<file path="src/rtl/pipeline_stage_regs.sv">
// ---------------------------------------------------------------------------
// pipeline_stage_regs
//
// Inter-stage state of the 5-stage MIPS pipeline: the fetch PC plus the
// instruction word and PC+8 for the D, E, M and W stages. It also keeps
// saturating cycle, stall and retire counters.
//
// Ports:
//   clk        - system clock, all state updates on the rising edge
//   reset      - asynchronous, active-high, clears all state immediately
//   stall      - from hazard control, sampled at the rising edge
//   NPC        - next PC; the low two bits are dropped
//   InstrF     - instruction word read at PCF
//   PCF        - current fetch PC
//   InsD/E/M/W - instruction word held in each stage (0 = bubble)
//   PC8D/E/M/W - PC+8 of the instruction held in each stage
//   cycle_cnt  - edges since reset
//   stall_cnt  - edges on which stall was 1
//   retire_cnt - non-bubble instructions that entered W
//
// Stall semantics: stall is a level that the hazard control holds for each
// edge it wants frozen. On an edge with stall=1 the F/D side (PCF, InsD,
// PC8D) holds and a bubble (all-zero word, PC8 = 0) enters E, while M and W
// keep shifting so older instructions drain. There is no valid/ready
// handshake: every edge either advances or stalls.
//
// All outputs are direct register outputs, so no combinational path exists
// from stall, NPC or InstrF to any output.
// ---------------------------------------------------------------------------
module pipeline_stage_regs #(
    parameter logic [31:0] PC_INIT = 32'h0000_3000,
    parameter int unsigned CNT_W   = 32
) (
    input  logic             clk,
    input  logic             reset,
    input  logic             stall,
    input  logic [31:0]      NPC,
    input  logic [31:0]      InstrF,
    output logic [31:0]      PCF,
    output logic [31:0]      InsD,
    output logic [31:0]      InsE,
    output logic [31:0]      InsM,
    output logic [31:0]      InsW,
    output logic [31:0]      PC8D,
    output logic [31:0]      PC8E,
    output logic [31:0]      PC8M,
    output logic [31:0]      PC8W,
    output logic [CNT_W-1:0] cycle_cnt,
    output logic [CNT_W-1:0] stall_cnt,
    output logic [CNT_W-1:0] retire_cnt
);

    localparam logic [CNT_W-1:0] CNT_MAX = {CNT_W{1'b1}};
    localparam logic [CNT_W-1:0] CNT_ONE = {{(CNT_W-1){1'b0}}, 1'b1};

    // Fetch side and decode stage: frozen while stalled.
    always_ff @(posedge clk or posedge reset) begin
        if (reset) begin
            PCF  <= PC_INIT;
            InsD <= 32'd0;
            PC8D <= 32'd0;
        end else if (!stall) begin
            PCF  <= {NPC[31:2], 2'b00};
            InsD <= InstrF;
            PC8D <= PCF + 32'd8;
        end
    end

    // Execute stage: takes D normally, takes a bubble while stalled.
    always_ff @(posedge clk or posedge reset) begin
        if (reset) begin
            InsE <= 32'd0;
            PC8E <= 32'd0;
        end else if (stall) begin
            InsE <= 32'd0;
            PC8E <= 32'd0;
        end else begin
            InsE <= InsD;
            PC8E <= PC8D;
        end
    end

    // Memory and writeback stages always shift so older work drains.
    always_ff @(posedge clk or posedge reset) begin
        if (reset) begin
            InsM <= 32'd0;
            PC8M <= 32'd0;
            InsW <= 32'd0;
            PC8W <= 32'd0;
        end else begin
            InsM <= InsE;
            PC8M <= PC8E;
            InsW <= InsM;
            PC8W <= PC8M;
        end
    end

    // Performance counters saturate at all-ones instead of wrapping.
    always_ff @(posedge clk or posedge reset) begin
        if (reset) begin
            cycle_cnt  <= '0;
            stall_cnt  <= '0;
            retire_cnt <= '0;
        end else begin
            if (cycle_cnt != CNT_MAX) begin
                cycle_cnt <= cycle_cnt + CNT_ONE;
            end
            if (stall && (stall_cnt != CNT_MAX)) begin
                stall_cnt <= stall_cnt + CNT_ONE;
            end
            // A zero word in M is a bubble; only real instructions retire.
            if ((InsM != 32'd0) && (retire_cnt != CNT_MAX)) begin
                retire_cnt <= retire_cnt + CNT_ONE;
            end
        end
    end

endmodule

</file>
<file path="config.mk">
export PLATFORM = sky130hd
export DESIGN_NAME = pipeline_stage_regs
export DESIGN_NICKNAME = d
export VERILOG_FILES = /design/src/rtl/pipeline_stage_regs.sv
export SDC_FILE = /design/constraint.sdc
export NUM_CORES = 1
export LEC_CHECK = 0
export BUFFER_PORTS_ARGS = -buffer_cell sky130_fd_sc_hd__buf_2
export CORE_AREA = 2 2 174 176
export CTS_BUF_LIST = sky130_fd_sc_hd__clkbuf_16
export DETAILED_ROUTE_END_ITERATION = 8
export DIE_AREA = 0 0 176 178
export GPL_TIMING_DRIVEN = 0
export PLACE_DENSITY_LB_ADDON = 0.2
export SYNTH_ARGS = -nofsm -noshare
export SYNTH_HDL_FRONTEND = slang
export SYNTH_SLANG_ARGS = --single-unit
</file>
<file path="constraint.sdc">
create_clock -name clk -period 15.9 [get_ports clk]
set_input_delay 3.975 -clock clk [delete_from_list [all_inputs] [get_ports clk]]
set_output_delay 3.975 -clock clk [all_outputs]
set_load 0.005 [all_outputs]
</file>
# After elaboration in Yosys (flattened, before gate mapping)
# Cells that the tools add are included.
# classes
muxes,2
eq_ne,3
reduce_logical,3
n_addsub,4
# ops
operator,count
"adder 32 x 1 -> 32 bit, second input constant",3
"inequality test 32 bit, second input constant",3
two-way mux 32 bit,2
"adder 32 x 4 -> 32 bit, second input constant",1
nonzero test 32 bit,1
logical AND 1 bit,2
# totals
ff_bits,382
output_inout_bits,384
in_bits,67

# Longest topological paths before layout
# logic_depth
ltp_word,2
depth_mapped,8
mapped_depth_nobuf,6

# Worst setup path after synthesis
# OpenSTA, ideal clock, no wires.
# synth_path
kind,input to register
start,input port stall
end,register stall_cnt[17]
n_path_buf,2
setup_ps,126
arrival_ps,4996
stages,6
setup_slack_ps,10778
cell_sequence,and4_1 clkbuf_1 and2_1 clkbuf_1 nand4_1 xnor2_1
# synth_via
elab_chain_len,1
# synth_lines
item,line_no,source
start: declaration,36,"input logic stall,"
logical AND 1 bit,108,if (stall && (stall_cnt != CNT_MAX)) begin
end signal: assignment,109,stall_cnt <= stall_cnt + CNT_ONE;
end: declaration,49,"output logic [CNT_W-1:0] stall_cnt,"
# No other way between the ends.
# A chain may end at the register's enable or synchronous reset.

# Final worst setup path
# layout_path
start,input port stall
end,register InsE[17]
# layout_via
elab_chain_len,1
# layout_lines
item,line_no,source
two-way mux 32 bit,74,end else if (stall) begin
end signal: assignment,78,InsE <= InsD;
end: declaration,41,"output logic [31:0] InsE,"
# No other way between the ends.

==> results.txt <==
----------------------------------------------------
[Outcome]
  Outcome ... finished, final reports clean

[Worst setup path]
  Kind of start point of the critical path ... input pin
  Setup slack of the most critical reg-to-reg path ... 13.14 ns
  Critical path capture point type ... flip-flop
  Worst reg2reg endpoint ... PC8D[31]$_DFFE_PP0N_
  Required time of the worst setup path ... 16.26 ns
  Worst Path Max Fanout ... 10
  Worst Path Class, Setup ... in2reg
  Worst reg2reg path depth ... 7
  Data arrival at the endpoint of the critical path ... 5.85 ns
  Startpoint of the worst-slack reg-to-reg timing path ... PCF[3]$_DFFE_PP0N_

[Clocking]
  Maximum clock path buffer count ... 3
  Clk root buf ... clkbuf_16
  Post-CTS sizing ... 0
  Total CTS buffers ... 40
  Clock-pin slew on the worst setup and hold paths ... 0.06 ns
  Source-to-sink clock delay at the later pin of the worst-skew pair ... 0.52 ns
  H-tree depth ... 2
  Clock tree from TritonCTS ... yes
  CTS Sinks ... 374
  Number of buffers inserted for hold repair after clock tree synthesis ... 0
  Total setup buffers inserted after CTS ... 0

[Route]
  Detailed-route wire length per cell ... 18.7 um
  Post-route DRC violation count ... 0
  Initial DRC Count ... 639
  Vias per Instance ... 5.06
  First-pass DRT Iterations ... 4
  Total length of routed wires ... 36.1 mm
  Routed Antenna Nets ... 0
  DR vias ... 9795

[Synth]
  Average instance area after synthesis ... 13.5 sq um
  Register area share after synthesis ... 68.1%
  Post-synth cell types ... 41
  Cell taking the most area after synthesis ... dfrtp_1
  Async S/R FF share, synth ... 100%
  Cells after Synth ... 1021
  Total number of yosys warnings ... 0
  Count of flip-flops with a built-in enable after synthesis ... 0
  Share of synthesized cell area in and, or, nand and nor gates ... 15.0%
  Portion of netlist area occupied by mux cells ... 6.20%
  Most common cell in the netlist ... dfrtp_1
  Most used DFF post-synth ... dfrtp_1
  Commonest cells in the netlist ... dfrtp_1 (372), mux2_2 (73), nand2_1 (65)
  Dominant combinational cell family by area after synthesis ... simple AND/OR/NAND/NOR gates
  Synthesized area ... 0.0137 sq mm
  Area share of the largest cell type after synthesis ... 67.8%
  Compound-cell area share of the yosys netlist ... 1.40%
  Top cells by area, synth ... dfrtp_1 (68%), mux2_2 (6.0%), xor2_1 (4.0%), xnor2_1 (3.3%), nor2b_1 (2.8%)
  Yosys reg bits ... 374
  Post-synthesis adder-cell area fraction ... 0.364%
  Xor and xnor area share after synthesis ... 7.20%

[Worst hold path]
  Path class of the lowest-slack min-delay path ... reg2reg
  Worst hold path stage count ... 0
  Min-Delay Startpoint ... InsE[16]$_DFF_PP0_
  Worst Hold End ... InsM[16]$_DFF_PP0_

[STA]
  Final-report setup violation count ... 0
  Setup repair after global routing missed its margin ... no
  Setup skew after layout ... 0.0143 ns
  Transition at the pin with the smallest max-transition slack ... 1.07 ns
  Post-Route Hold Slack ... 0.370 ns
  Worst-case setup margin in the final layout ... 10.41 ns
  Final Hold Vio Count ... 0
  Final critical path time including I/O delays and setup ... 5.49 ns
  Final Max Slew Viols ... 0
  Final critical-path share of the clock period ... 34.5%
  Relative slew slack ... 27.9%
  Peak Freq ... 182 MHz
  Total negative slack for setup checks ... 0 ns

[Placement]
  HPWL after DPL ... 27.0 mm
  Final RePlAce weighted congestion ... 0.875
  Number of port buffers ... 438
  Placed Instance Area ... 0.0165 sq mm
  Dpl ws ... 9.79 ns

[Pwr]
  Net Sw Power ... 571 uW
  Worst IR drop on VDD ... 0.0748 mV
  Clk network pwr share ... 40.4%
  Total power density per cell area ... 127 mW/mm^2
  Power after layout ... 2.26 mW
  Sequential share of power ... 49.0%
  Static leakage ... 9.16 nW
  Switching part of the total power ... 25.3%
  Share of power burned in combinational logic ... 10.5%
  Internal power summed over all cells ... 1.69 mW

[Global route]
  Vias in the first global route ... 9609
  Number of antenna violations at the first check in global routing ... 1
  Combined global-route utilization of all metal layers ... 22.9%
  Leftover overflow at the end of global routing ... 0
  Largest net degree at the start of global routing ... 125
  Global-route wire length before repair ... 55.5 mm

[Floorplanning]
  Total I/O pin count ... 451
  Width of the die ... 176 um
  Die Ht ... 178 um
  Initial standard-cell utilization of the core ... 46.7%
  Overall die area ... 0.0313 sq mm
  Cell Rows ... 63
  Core area ... 0.0294 sq mm

[Run]
  Number of maximum-capacitance violations ... 0

[Finish]
  Share of cells above drive strength 1 ... 38.8%
  Final Cell Area ... 0.0179 sq mm
  Area growth from synthesis to final layout ... 30.0%
  Post-layout nets ... 1584

----------------------------------------------------
## worst max-delay path, cell delays in order
cell and delay, ns:
buf_2 0.09, clkbuf_1 0.56, clkbuf_1 0.49, clkbuf_1 0.57
nor2b_1 0.16
## flip-flops by register name, indices dropped and copies added (netlist names), 32 cells and up
signal,count
InsM,32
InsE,32
stall_cnt,32
cycle_cnt,32
InsW,32
retire_cnt,32
InsD,32
## per-stage QoR
step | util, % | std cells
floorplan | - | 1030
global placement | 56.0 | 1858
detailed placement | 56.3 | 1861
CTS | 60.7 | 1935
global route | 60.7 | 1936
finish | 60.7 | 1936
## cell families (layout without fill, tap and decap cells)
logic type                 count (synthesis)  after routing
AOI/OAI and AO/OA                         35             35
xor gates and xnor gates                 113            113
adders and majority gates                  4              4
buffers and inverters                     48            563
DFF                                      374            374
muxes                                     76             76
other                                      1             11
and+or+nand+nor                          370            370
## cell usage in the layout (no fill, tap or decap), types with 4 or more instances in the layout
cell type	instances
and4_1	13
nor2_1	28
inv_1	11
nor3_1	31
dfrtp_1	372
clkbuf_16	41
clkbuf_1	28
xnor2_1	51
or3_1	4
o21ai_0	25
bufinv_16	4
nor4_1	24
buf_4	10
and3_1	19
xor2_1	62
conb_1	10
nand2_1	65
and2_1	15
buf_2	441
nor2b_1	62
mux2_2	73
clkinv_2	12
nand3_1	46
nand4_1	50
clkinv_1	4
ha_1	4
## area by class of cell
type	count	area (sq um)
Fill cell	2429	11500
Sequential cell	374	9360
Multi-Input combinational cell	608	4180
Timing Repair Buffer	441	2270
Clock buffer	41	1030
Tap cell	390	488
Clock inverter	33	283
Buffer	42	206
Inverter	6	30.0
Antenna cell	1	2.50
## routing by layer
layer	part of all wire, %	GRT usage (%)	up-vias
met5	0	0	-
met4	3.1	8.13	0
met3	7.7	6.07	70
met2	49	37.8	335
met1	40	29.5	4884
li1	-	-	4506
## power by group through the flow
stage                     sequential [mW]  combinational (mW)  clock [mW]
after floorplan                      1.12               0.100           0
final                                1.11               0.238       0.913
after CTS                            1.11               0.244       0.935
after global routing                 1.12               0.265       0.976
after global placement               1.12               0.237           0
after detailed placement             1.12               0.243           0
## worst max path at each step
stage                           to   from  slack [ns]
2_1_floorplan  InsD[0]$_DFFE_PP0N_  reset        1.54
3_3_place_gp    PC8W[11]$_DFF_PP0_  reset       -2.10
3_5_place_dp    InsE[17]$_DFF_PP0_  stall        9.79
4_1_cts         InsE[17]$_DFF_PP0_  stall       10.31
5_1_grt         InsE[17]$_DFF_PP0_  stall       10.23
6_report        InsE[17]$_DFF_PP0_  stall       10.41
Note: power is estimated with default switching activity, not from simulation.
